[src/rtl/corescore_uart_pkg.sv]
// Shared types and helpers for the buffered UART emitter.
package corescore_uart_pkg;

  localparam int DATA_W = 8;

  typedef enum logic [1:0] {
    ST_IDLE,
    ST_START,
    ST_DATA,
    ST_STOP
  } uart_state_e;

  // Cycles per UART bit, rounded to nearest.
  function automatic int baud_div(input int clk_hz, input int baud);
    return (clk_hz + baud / 2) / baud;
  endfunction

endpackage

[src/rtl/corescore_sync_fifo.sv]
// Synchronous FIFO with registered storage; head word visible on o_rdata while non-empty.
// Latency: a write at edge N is readable after edge N (no bypass).
// Backpressure: writes ignored when full, reads ignored when empty.
module corescore_sync_fifo #(
  parameter int WIDTH = 8,
  parameter int DEPTH = 16
) (
  input  logic                   i_clk,
  input  logic                   i_rst,
  input  logic                   i_wr,
  input  logic [WIDTH-1:0]       i_wdata,
  input  logic                   i_rd,
  output logic [WIDTH-1:0]       o_rdata,
  output logic                   o_full,
  output logic                   o_empty,
  output logic [$clog2(DEPTH):0] o_level
);

  localparam int AW = $clog2(DEPTH);

  logic [WIDTH-1:0] mem_q [DEPTH];
  logic [WIDTH-1:0] mem_d [DEPTH];
  logic [AW-1:0]    wr_ptr_q, wr_ptr_d;
  logic [AW-1:0]    rd_ptr_q, rd_ptr_d;
  logic [AW:0]      level_q, level_d;
  logic             wr_en, rd_en;

  assign o_full  = (level_q == (AW+1)'(DEPTH));
  assign o_empty = (level_q == '0);
  assign o_level = level_q;
  assign o_rdata = mem_q[rd_ptr_q];

  always_comb begin
    wr_en    = i_wr && !o_full;
    rd_en    = i_rd && !o_empty;
    mem_d    = mem_q;
    wr_ptr_d = wr_ptr_q;
    rd_ptr_d = rd_ptr_q;
    level_d  = level_q;
    if (wr_en) begin
      mem_d[wr_ptr_q] = i_wdata;
      wr_ptr_d        = wr_ptr_q + AW'(1);
    end
    if (rd_en) begin
      rd_ptr_d = rd_ptr_q + AW'(1);
    end
    case ({wr_en, rd_en})
      2'b10:   level_d = level_q + (AW+1)'(1);
      2'b01:   level_d = level_q - (AW+1)'(1);
      default: level_d = level_q;
    endcase
  end

  // Storage needs no reset; validity is tracked by the pointers.
  always_ff @(posedge i_clk) begin
    mem_q <= mem_d;
  end

  always_ff @(posedge i_clk) begin
    if (i_rst) begin
      wr_ptr_q <= '0;
      rd_ptr_q <= '0;
      level_q  <= '0;
    end else begin
      wr_ptr_q <= wr_ptr_d;
      rd_ptr_q <= rd_ptr_d;
      level_q  <= level_d;
    end
  end

endmodule

[src/rtl/corescore_uart_emitter_buf.sv]
// Buffered 8N1/8N2 UART transmitter with LED activity stretcher.
// Latency: byte accepted at edge N is popped at N+1; start bit drives the line after N+2.
// Backpressure: o_ready low in reset and while the FIFO holds DEPTH bytes.
module corescore_uart_emitter_buf
  import corescore_uart_pkg::*;
#(
  parameter int CLK_FREQ_HZ = 25_000_000,
  parameter int BAUD_RATE   = 57_600,
  parameter int DEPTH       = 16,
  parameter int STOP_BITS   = 1,
  parameter int ACT_HOLD    = 2_500_000
) (
  input  logic                   i_clk,
  input  logic                   i_rst,
  input  logic [DATA_W-1:0]      i_data,
  input  logic                   i_valid,
  output logic                   o_ready,
  output logic                   o_uart_tx,
  output logic [$clog2(DEPTH):0] o_level,
  output logic                   o_busy,
  output logic                   o_activity
);

  localparam int DIV    = baud_div(CLK_FREQ_HZ, BAUD_RATE);
  localparam int CNT_W  = (DIV < 2) ? 1 : $clog2(DIV);
  localparam int HOLD_W = $clog2(ACT_HOLD + 1);

  localparam logic [CNT_W-1:0]  DIV_M1    = CNT_W'(DIV - 1);
  localparam logic [2:0]        LAST_STOP = 3'(STOP_BITS - 1);
  localparam logic [HOLD_W-1:0] HOLD_M1   = HOLD_W'(ACT_HOLD - 1);

  if (DIV < 2) begin : g_div_chk
    $error("corescore_uart_emitter_buf: bit period below 2 clocks");
  end
  if (STOP_BITS < 1 || STOP_BITS > 2) begin : g_stop_chk
    $error("corescore_uart_emitter_buf: STOP_BITS must be 1 or 2");
  end
  if (DEPTH < 2 || (DEPTH & (DEPTH - 1)) != 0) begin : g_depth_chk
    $error("corescore_uart_emitter_buf: DEPTH must be a power of two >= 2");
  end
  if (ACT_HOLD < 1) begin : g_hold_chk
    $error("corescore_uart_emitter_buf: ACT_HOLD must be >= 1");
  end

  uart_state_e       state_q, state_d;
  logic [CNT_W-1:0]  baud_q, baud_d;
  logic [2:0]        bit_q, bit_d;
  logic [DATA_W-1:0] shift_q, shift_d;
  logic              tx_q, tx_d;
  logic              hold_vld_q, hold_vld_d;
  logic [HOLD_W-1:0] hold_cnt_q, hold_cnt_d;

  logic [DATA_W-1:0] fifo_rdata;
  logic              fifo_full, fifo_empty;
  logic              push, pop, baud_done;

  assign o_ready    = !i_rst && !fifo_full;
  assign push       = i_valid && o_ready;
  assign o_uart_tx  = tx_q;
  assign o_busy     = (state_q != ST_IDLE) || !fifo_empty;
  assign o_activity = (state_q != ST_IDLE) || hold_vld_q;

  corescore_sync_fifo #(
    .WIDTH (DATA_W),
    .DEPTH (DEPTH)
  ) u_fifo (
    .i_clk   (i_clk),
    .i_rst   (i_rst),
    .i_wr    (push),
    .i_wdata (i_data),
    .i_rd    (pop),
    .o_rdata (fifo_rdata),
    .o_full  (fifo_full),
    .o_empty (fifo_empty),
    .o_level (o_level)
  );

  // Line level is registered from the current state, so it trails the FSM by one cycle.
  always_comb begin
    state_d    = state_q;
    baud_d     = baud_q;
    bit_d      = bit_q;
    shift_d    = shift_q;
    tx_d       = 1'b1;
    pop        = 1'b0;
    hold_vld_d = hold_vld_q;
    hold_cnt_d = hold_cnt_q;
    baud_done  = (baud_q == '0);

    case (state_q)
      ST_IDLE: begin
        if (!fifo_empty) begin
          pop     = 1'b1;
          shift_d = fifo_rdata;
          baud_d  = DIV_M1;
          state_d = ST_START;
        end
      end
      ST_START: begin
        tx_d = 1'b0;
        if (baud_done) begin
          baud_d  = DIV_M1;
          bit_d   = '0;
          state_d = ST_DATA;
        end else begin
          baud_d = baud_q - CNT_W'(1);
        end
      end
      ST_DATA: begin
        tx_d = shift_q[0];
        if (baud_done) begin
          baud_d  = DIV_M1;
          shift_d = {1'b0, shift_q[DATA_W-1:1]};
          bit_d   = bit_q + 3'd1;
          if (bit_q == 3'd7) begin
            bit_d   = '0;
            state_d = ST_STOP;
          end
        end else begin
          baud_d = baud_q - CNT_W'(1);
        end
      end
      ST_STOP: begin
        // bit_q counts stop bits here; the last one chains straight into the next frame.
        if (baud_done) begin
          baud_d = DIV_M1;
          if (bit_q == LAST_STOP) begin
            bit_d = '0;
            if (!fifo_empty) begin
              pop     = 1'b1;
              shift_d = fifo_rdata;
              state_d = ST_START;
            end else begin
              state_d = ST_IDLE;
            end
          end else begin
            bit_d = bit_q + 3'd1;
          end
        end else begin
          baud_d = baud_q - CNT_W'(1);
        end
      end
      default: state_d = ST_IDLE;
    endcase

    if (state_d != ST_IDLE) begin
      hold_vld_d = 1'b0;
    end else if (state_q != ST_IDLE) begin
      hold_vld_d = 1'b1;
      hold_cnt_d = HOLD_M1;
    end else if (hold_vld_q) begin
      if (hold_cnt_q == '0) begin
        hold_vld_d = 1'b0;
      end else begin
        hold_cnt_d = hold_cnt_q - HOLD_W'(1);
      end
    end
  end

  always_ff @(posedge i_clk) begin
    if (i_rst) begin
      state_q    <= ST_IDLE;
      baud_q     <= '0;
      bit_q      <= '0;
      shift_q    <= '0;
      tx_q       <= 1'b1;
      hold_vld_q <= 1'b0;
      hold_cnt_q <= '0;
    end else begin
      state_q    <= state_d;
      baud_q     <= baud_d;
      bit_q      <= bit_d;
      shift_q    <= shift_d;
      tx_q       <= tx_d;
      hold_vld_q <= hold_vld_d;
      hold_cnt_q <= hold_cnt_d;
    end
  end

endmodule

[config.mk]
export PLATFORM = sky130hd
export DESIGN_NAME = corescore_uart_emitter_buf
export DESIGN_NICKNAME = d
export VERILOG_FILES = /design/src/rtl/corescore_uart_pkg.sv /design/src/rtl/corescore_sync_fifo.sv /design/src/rtl/corescore_uart_emitter_buf.sv
export SDC_FILE = /design/constraint.sdc
export NUM_CORES = 1
export LEC_CHECK = 0
export ABC_AREA = 1
export CORE_UTILIZATION = 60
export CTS_CLUSTER_SIZE = 28
export DETAILED_ROUTE_END_ITERATION = 10
export PLACE_DENSITY = 0.9
export RECOVER_POWER = 50
export SKIP_LAST_GASP = 1
export SLEW_MARGIN = 40
export SYNTH_ARGS = -nofsm -noshare
export SYNTH_HDL_FRONTEND = slang
export SYNTH_SLANG_ARGS = --single-unit
[constraint.sdc]
create_clock -name i_clk -period 3.2 [get_ports i_clk]
set_clock_uncertainty 0.15 [all_clocks]
set_input_delay 0.64 -clock i_clk [delete_from_list [all_inputs] [get_ports i_clk]]
set_output_delay 0.64 -clock i_clk [all_outputs]
set_load 0.005 [all_outputs]
==> results.txt <==
- The run finished with clean final reports.
- Buffers inserted to repair hold after CTS numbered 0.
- The Yosys step of the flow raised 0 warnings.
- Startpoint kind of the worst setup timing path: register
- Final wirelength: between 20000 and 25000 um
- Proportion of synthesized chip area in sequential cells: 58.70%
- In this run the deepest clock path goes through 2 buffers.
* Highest routed metal layer: met4
- Vias per inst: 6.105
- In the post-route analysis, the smallest setup slack over all paths is 62.45 ps.
* Area of the multi-input gates: between 0.003 and 0.004 mm2
* Clock tree from TritonCTS: built
* GRT Util Overall: 30.37%
* Number of levels the H-tree was split into: 4
- Combinational logic is responsible for 42.1% of the overall power.
- The routed design uses 10380 um of met2 wire.
- Slowest cell on crit path: sky130_fd_sc_hd__dfxtp_1
* Maximum number of pins on one net before global-route repair: 72
* DP HPWL: 12490 um
- Post-synth EDFFs: roughly 130
* Arrival time at the worst endpoint: 3320 ps
* Sink count of the clock tree: 187
* Count of TritonRoute iterations in the first routing pass: 6
* Die ar.: 0.01475 mm2
* Die extent in x: 121.4 um
- Data required, critical path: 3380 ps
* Count of pins over their slew limit: 0
- Fill cells in the final layout number 936.
- Dividing total power by cell area gives a power density of approximately 950 mW/mm2.
* Fmax: approximately 320 MHz
- Worst Hold Slack: 319.9 ps
- After the first detailed-routing iteration, the DRC count stood at ~1000.
* Stages on the worst setup path: 19
* Crit. Startpoint: state_q[0]$_SDFF_PP0_
* Reg2reg start: state_q[0]$_SDFF_PP0_
* Mean area per synthesized cell: 9.479 um2
- Critical Path Sink: u_fifo.o_level[4]$_SDFFE_PP0P_
* Switch Pwr: 0.003766 W
- At the pin with the least slew margin, the transition time is 833.3 ps.
- In this run the tool buffered the top-level ports with 19 buffer cells.
- Critical path, cell by cell: ha_1 > inv_1 > nor2_1 > nand2_1 > nor2_4 > nor2_1 > nor2_1 > nand2_2 > inv_2 > ha_4 > ha_1 > nand2_1 > nand2_1 > a31oi_2 > nor2_1 > nor2_1 > o21ai_0 > o21ai_1 > a21oi_1
* Number of distinct standard cells referenced by the synthesized netlist: 37
- First-pass GRT wire length: 33580 um
- Setup TNS Final: 0 ps
- The top cell types in the final layout, fill and taps aside, are 169 x sky130_fd_sc_hd__nor2_1, 128 x sky130_fd_sc_hd__edfxtp_1, 110 x sky130_fd_sc_hd__nand2_1.
- Of all nets on the critical path, the largest fanout is 6.
- Compared with the post-synthesis result, the final layout area differs by 12.89%.
- Sequential group share of total power: 33.9%
* Clock latency on the worst-skew pair: 450 ps
* Die boundary height: 121.4 um
* Antenna violations before repair: 1
- Final Total Pwr: 0.009139 W
- Share of final-layout standard cells stronger than drive strength 1: between 10% and 20%
- DR vias: roughly 6900
- For this block, wires on met1 add up to 7659 um.
* Setup slack of the most critical reg-to-reg path: 60 ps
- Syn Std Cell Area: 0.008559 mm2
- The floorplan step defined a core boundary enclosing 0.01388 mm2.
- Worst relative slew slack: 44.10%
- The clock network accounts for 24.1% of the total power.
- Max_cap viols: 0
- The worst setup path is captured at a register.
- Setup violations remaining at the end of the flow were counted as 0.
- VDD sags by at most 0.0008381 V.
- The tightest min-delay check is of the reg -> reg type.
- Async set-reset flop share out of synthesis: 0%
* Antenna Nets Post-Route: 0
* Post-route core utilization: 69.61%
- The floorplan has 43 rows.
- In the routed design, unresolved DRC markers number 0.
- Net switching is 41.21% of the power.
- At the end of routability-driven placement, the weighted congestion stood at 0.8156.
- Number of global-route vias before repair: 6844
- For this run the aggregate overflow at the end of global routing stands at 0.
* Worst Setup Path Type: reg -> reg
* Post-synthesis sequential element count: roughly 190
- Met3 wirelength from detailed routing: approximately 2300 um
- The count of endpoints failing hold in the final timing report is 0.
- The worst register-to-register path ends at u_fifo.o_level[4]$_SDFFE_PP0P_.
* Root buffer selected by CTS: sky130_fd_sc_hd__clkbuf_16
- Fin nets: 965
* Net count of the mapped netlist: 935
* Cells on worst reg2reg path: 19
* Primary flip-flop cell chosen by synthesis mapping: sky130_fd_sc_hd__edfxtp_1
- Slowest cell delay on critical path: 390 ps
- Most common cell after layout, fill and taps aside: sky130_fd_sc_hd__nor2_1
- Portion of the clock cycle consumed by the worst path in the final layout: 98.05%
- Buf/Inv on CP: 2
* Cell internal power dissipation: between 0.005 and 0.006 W
* Clock edge transition at the registers on the reported setup and hold paths: 70 ps
* Cell occurring most often along the worst timing path: sky130_fd_sc_hd__nor2_1
- For this design the top-level I/O count stands at 20.
- Once the floorplan was initialized, standard cells occupied 61.66% of the core.
- Largest delay share family, worst path: simple AND/OR/NAND/NOR gates
- The sequential cells in the finished layout cover a total of 0.005026 mm2.
- Worst setup slack after placement: 95.82 ps
- In the synthesized netlist, the number of instances is ~900.
- The number of clock buffers added by TritonCTS is 17.
* Min Clock Period, post-route: 3138 ps
* Static Leakage: 3.729 nW
* Routed wirelength normalized by instance count: 18.68 um
-- what timing repair did --
item / CTS / global route
resized for setup: 1 / 7
buffers inserted: 0 / 3
pin swaps: 0 / 0
hold endpoints to repair: 0 / 0
cloned: 0 / 0
setup endpoints to repair: 1 / 2
-- power by group through the flow --
stage          sequential, W  clock [W]  combinational, W
4_1_cts              0.00309    0.00220           0.00368
6_report             0.00310    0.00220           0.00384
3_3_place_gp         0.00312          0           0.00342
3_5_place_dp         0.00314          0           0.00358
5_1_grt              0.00313    0.00230           0.00427
2_1_floorplan        0.00309          0           0.00278
-- Yosys cell counts, types with 3 or more instances --
| cell type | count | area share, % |
|---|---|---|
| sky130_fd_sc_hd__nor2_1 | 170 | 7.5 |
| sky130_fd_sc_hd__or2_2 | 3 | 0.22 |
| sky130_fd_sc_hd__nand3_1 | 56 | 3.3 |
| sky130_fd_sc_hd__nand4_1 | 3 | 0.22 |
| sky130_fd_sc_hd__nand2_2 | 4 | 0.29 |
| sky130_fd_sc_hd__nand2_4 | 3 | 0.39 |
| sky130_fd_sc_hd__xor2_1 | 5 | 0.51 |
| sky130_fd_sc_hd__nor2_4 | 3 | 0.39 |
| sky130_fd_sc_hd__clkbuf_1 | 26 | 1.1 |
| sky130_fd_sc_hd__o21ai_1 | 13 | 0.76 |
| sky130_fd_sc_hd__clkinv_1 | 4 | 0.18 |
| sky130_fd_sc_hd__a211oi_1 | 5 | 0.44 |
| sky130_fd_sc_hd__nor2_2 | 4 | 0.29 |
| sky130_fd_sc_hd__ha_1 | 20 | 2.9 |
| sky130_fd_sc_hd__o21bai_1 | 3 | 0.26 |
| sky130_fd_sc_hd__a31oi_1 | 3 | 0.22 |
| sky130_fd_sc_hd__o221ai_1 | 10 | 1.0 |
| sky130_fd_sc_hd__a21oi_1 | 39 | 2.3 |
| sky130_fd_sc_hd__o21ai_0 | 93 | 5.4 |
| sky130_fd_sc_hd__inv_1 | 73 | 3.2 |
| sky130_fd_sc_hd__inv_2 | 9 | 0.39 |
| sky130_fd_sc_hd__nand2_1 | 109 | 4.8 |
| sky130_fd_sc_hd__buf_6 | 3 | 0.39 |
| sky130_fd_sc_hd__o22ai_1 | 4 | 0.29 |
| sky130_fd_sc_hd__nor3_1 | 8 | 0.47 |
| sky130_fd_sc_hd__dfxtp_1 | 59 | 14 |
| sky130_fd_sc_hd__edfxtp_1 | 128 | 45 |
| sky130_fd_sc_hd__o211ai_1 | 24 | 2.1 |
| sky130_fd_sc_hd__buf_2 | 8 | 0.47 |
-- cells by family after synthesis --
logic type	synth area share [%]
adder cells (fa/ha/maj)	3.157
XOR/XNOR	0.7163
AO/OA/AOI/OAI	12.82
AND/OR/NAND/NOR	18.83
flip-flops	58.70
buffers and inverters	5.774
-- per-layer routing --
| layer | vias to the layer above | GRT usage (%) |
|---|---|---|
| li1 | 3150 | - |
| met1 | 3172 | 36.73 |
| met2 | 468 | 49.96 |
| met3 | 90 | 8.177 |
| met4 | 0 | 15.12 |
| met5 | - | 0 |
-- layout make-up --
class,instances,share of cell area [%]
well taps,180,2.331
repair buffers,48,4.182
diodes,1,0.02590
multi-input cells,593,31.71
clock inverters,15,1.994
clock buffers,17,4.402
inverters,86,3.341
flip-flops and latches,187,52.01
-- metrics by stage --
| step | std cells | area [um2] |
|---|---|---|
| after global routing | 1127 | 9663 |
| after detailed placement | 1091 | 9000 |
| after CTS | 1123 | 9620 |
| after floorplan | 903 | 8559 |
| final | 1127 | 9663 |
| after global placement | 1091 | 9000 |
-- how the worst min path moves through the flow --
stage	start	endpoint	slack (ps)	cells after the start
finish	shift_q[1]$_SDFFE_PP0P_	shift_q[1]$_SDFFE_PP0P_	320	2
global route	shift_q[6]$_SDFFE_PP0P_	shift_q[6]$_SDFFE_PP0P_	350	2
CTS	shift_q[1]$_SDFFE_PP0P_	shift_q[1]$_SDFFE_PP0P_	320	2
detailed placement	shift_q[1]$_SDFFE_PP0P_	shift_q[1]$_SDFFE_PP0P_	310	2
global placement	baud_q[0]$_SDFFE_PP0P_	baud_q[0]$_SDFFE_PP0P_	300	1
floorplan	shift_q[0]$_SDFFE_PP0P_	o_uart_tx$_SDFF_PP1_	280	2
-- sequential cells by signal, summed over array words and instances (netlist names), 2 cells and up --
signal           flops
u_fifo.wr_ptr_q      4
u_fifo.rd_ptr_q      4
baud_q               9
hold_cnt_q          22
u_fifo.mem_q       128
state_q              2
bit_q                3
shift_q              8
u_fifo.o_level       5
-- worst min-delay path, cell delays in order, from the launching register on --
cell	delay, ps
sky130_fd_sc_hd__dfxtp_1	310
sky130_fd_sc_hd__nand2_1	60
sky130_fd_sc_hd__a21oi_1	50
Power figures use the tool's default switching activity.
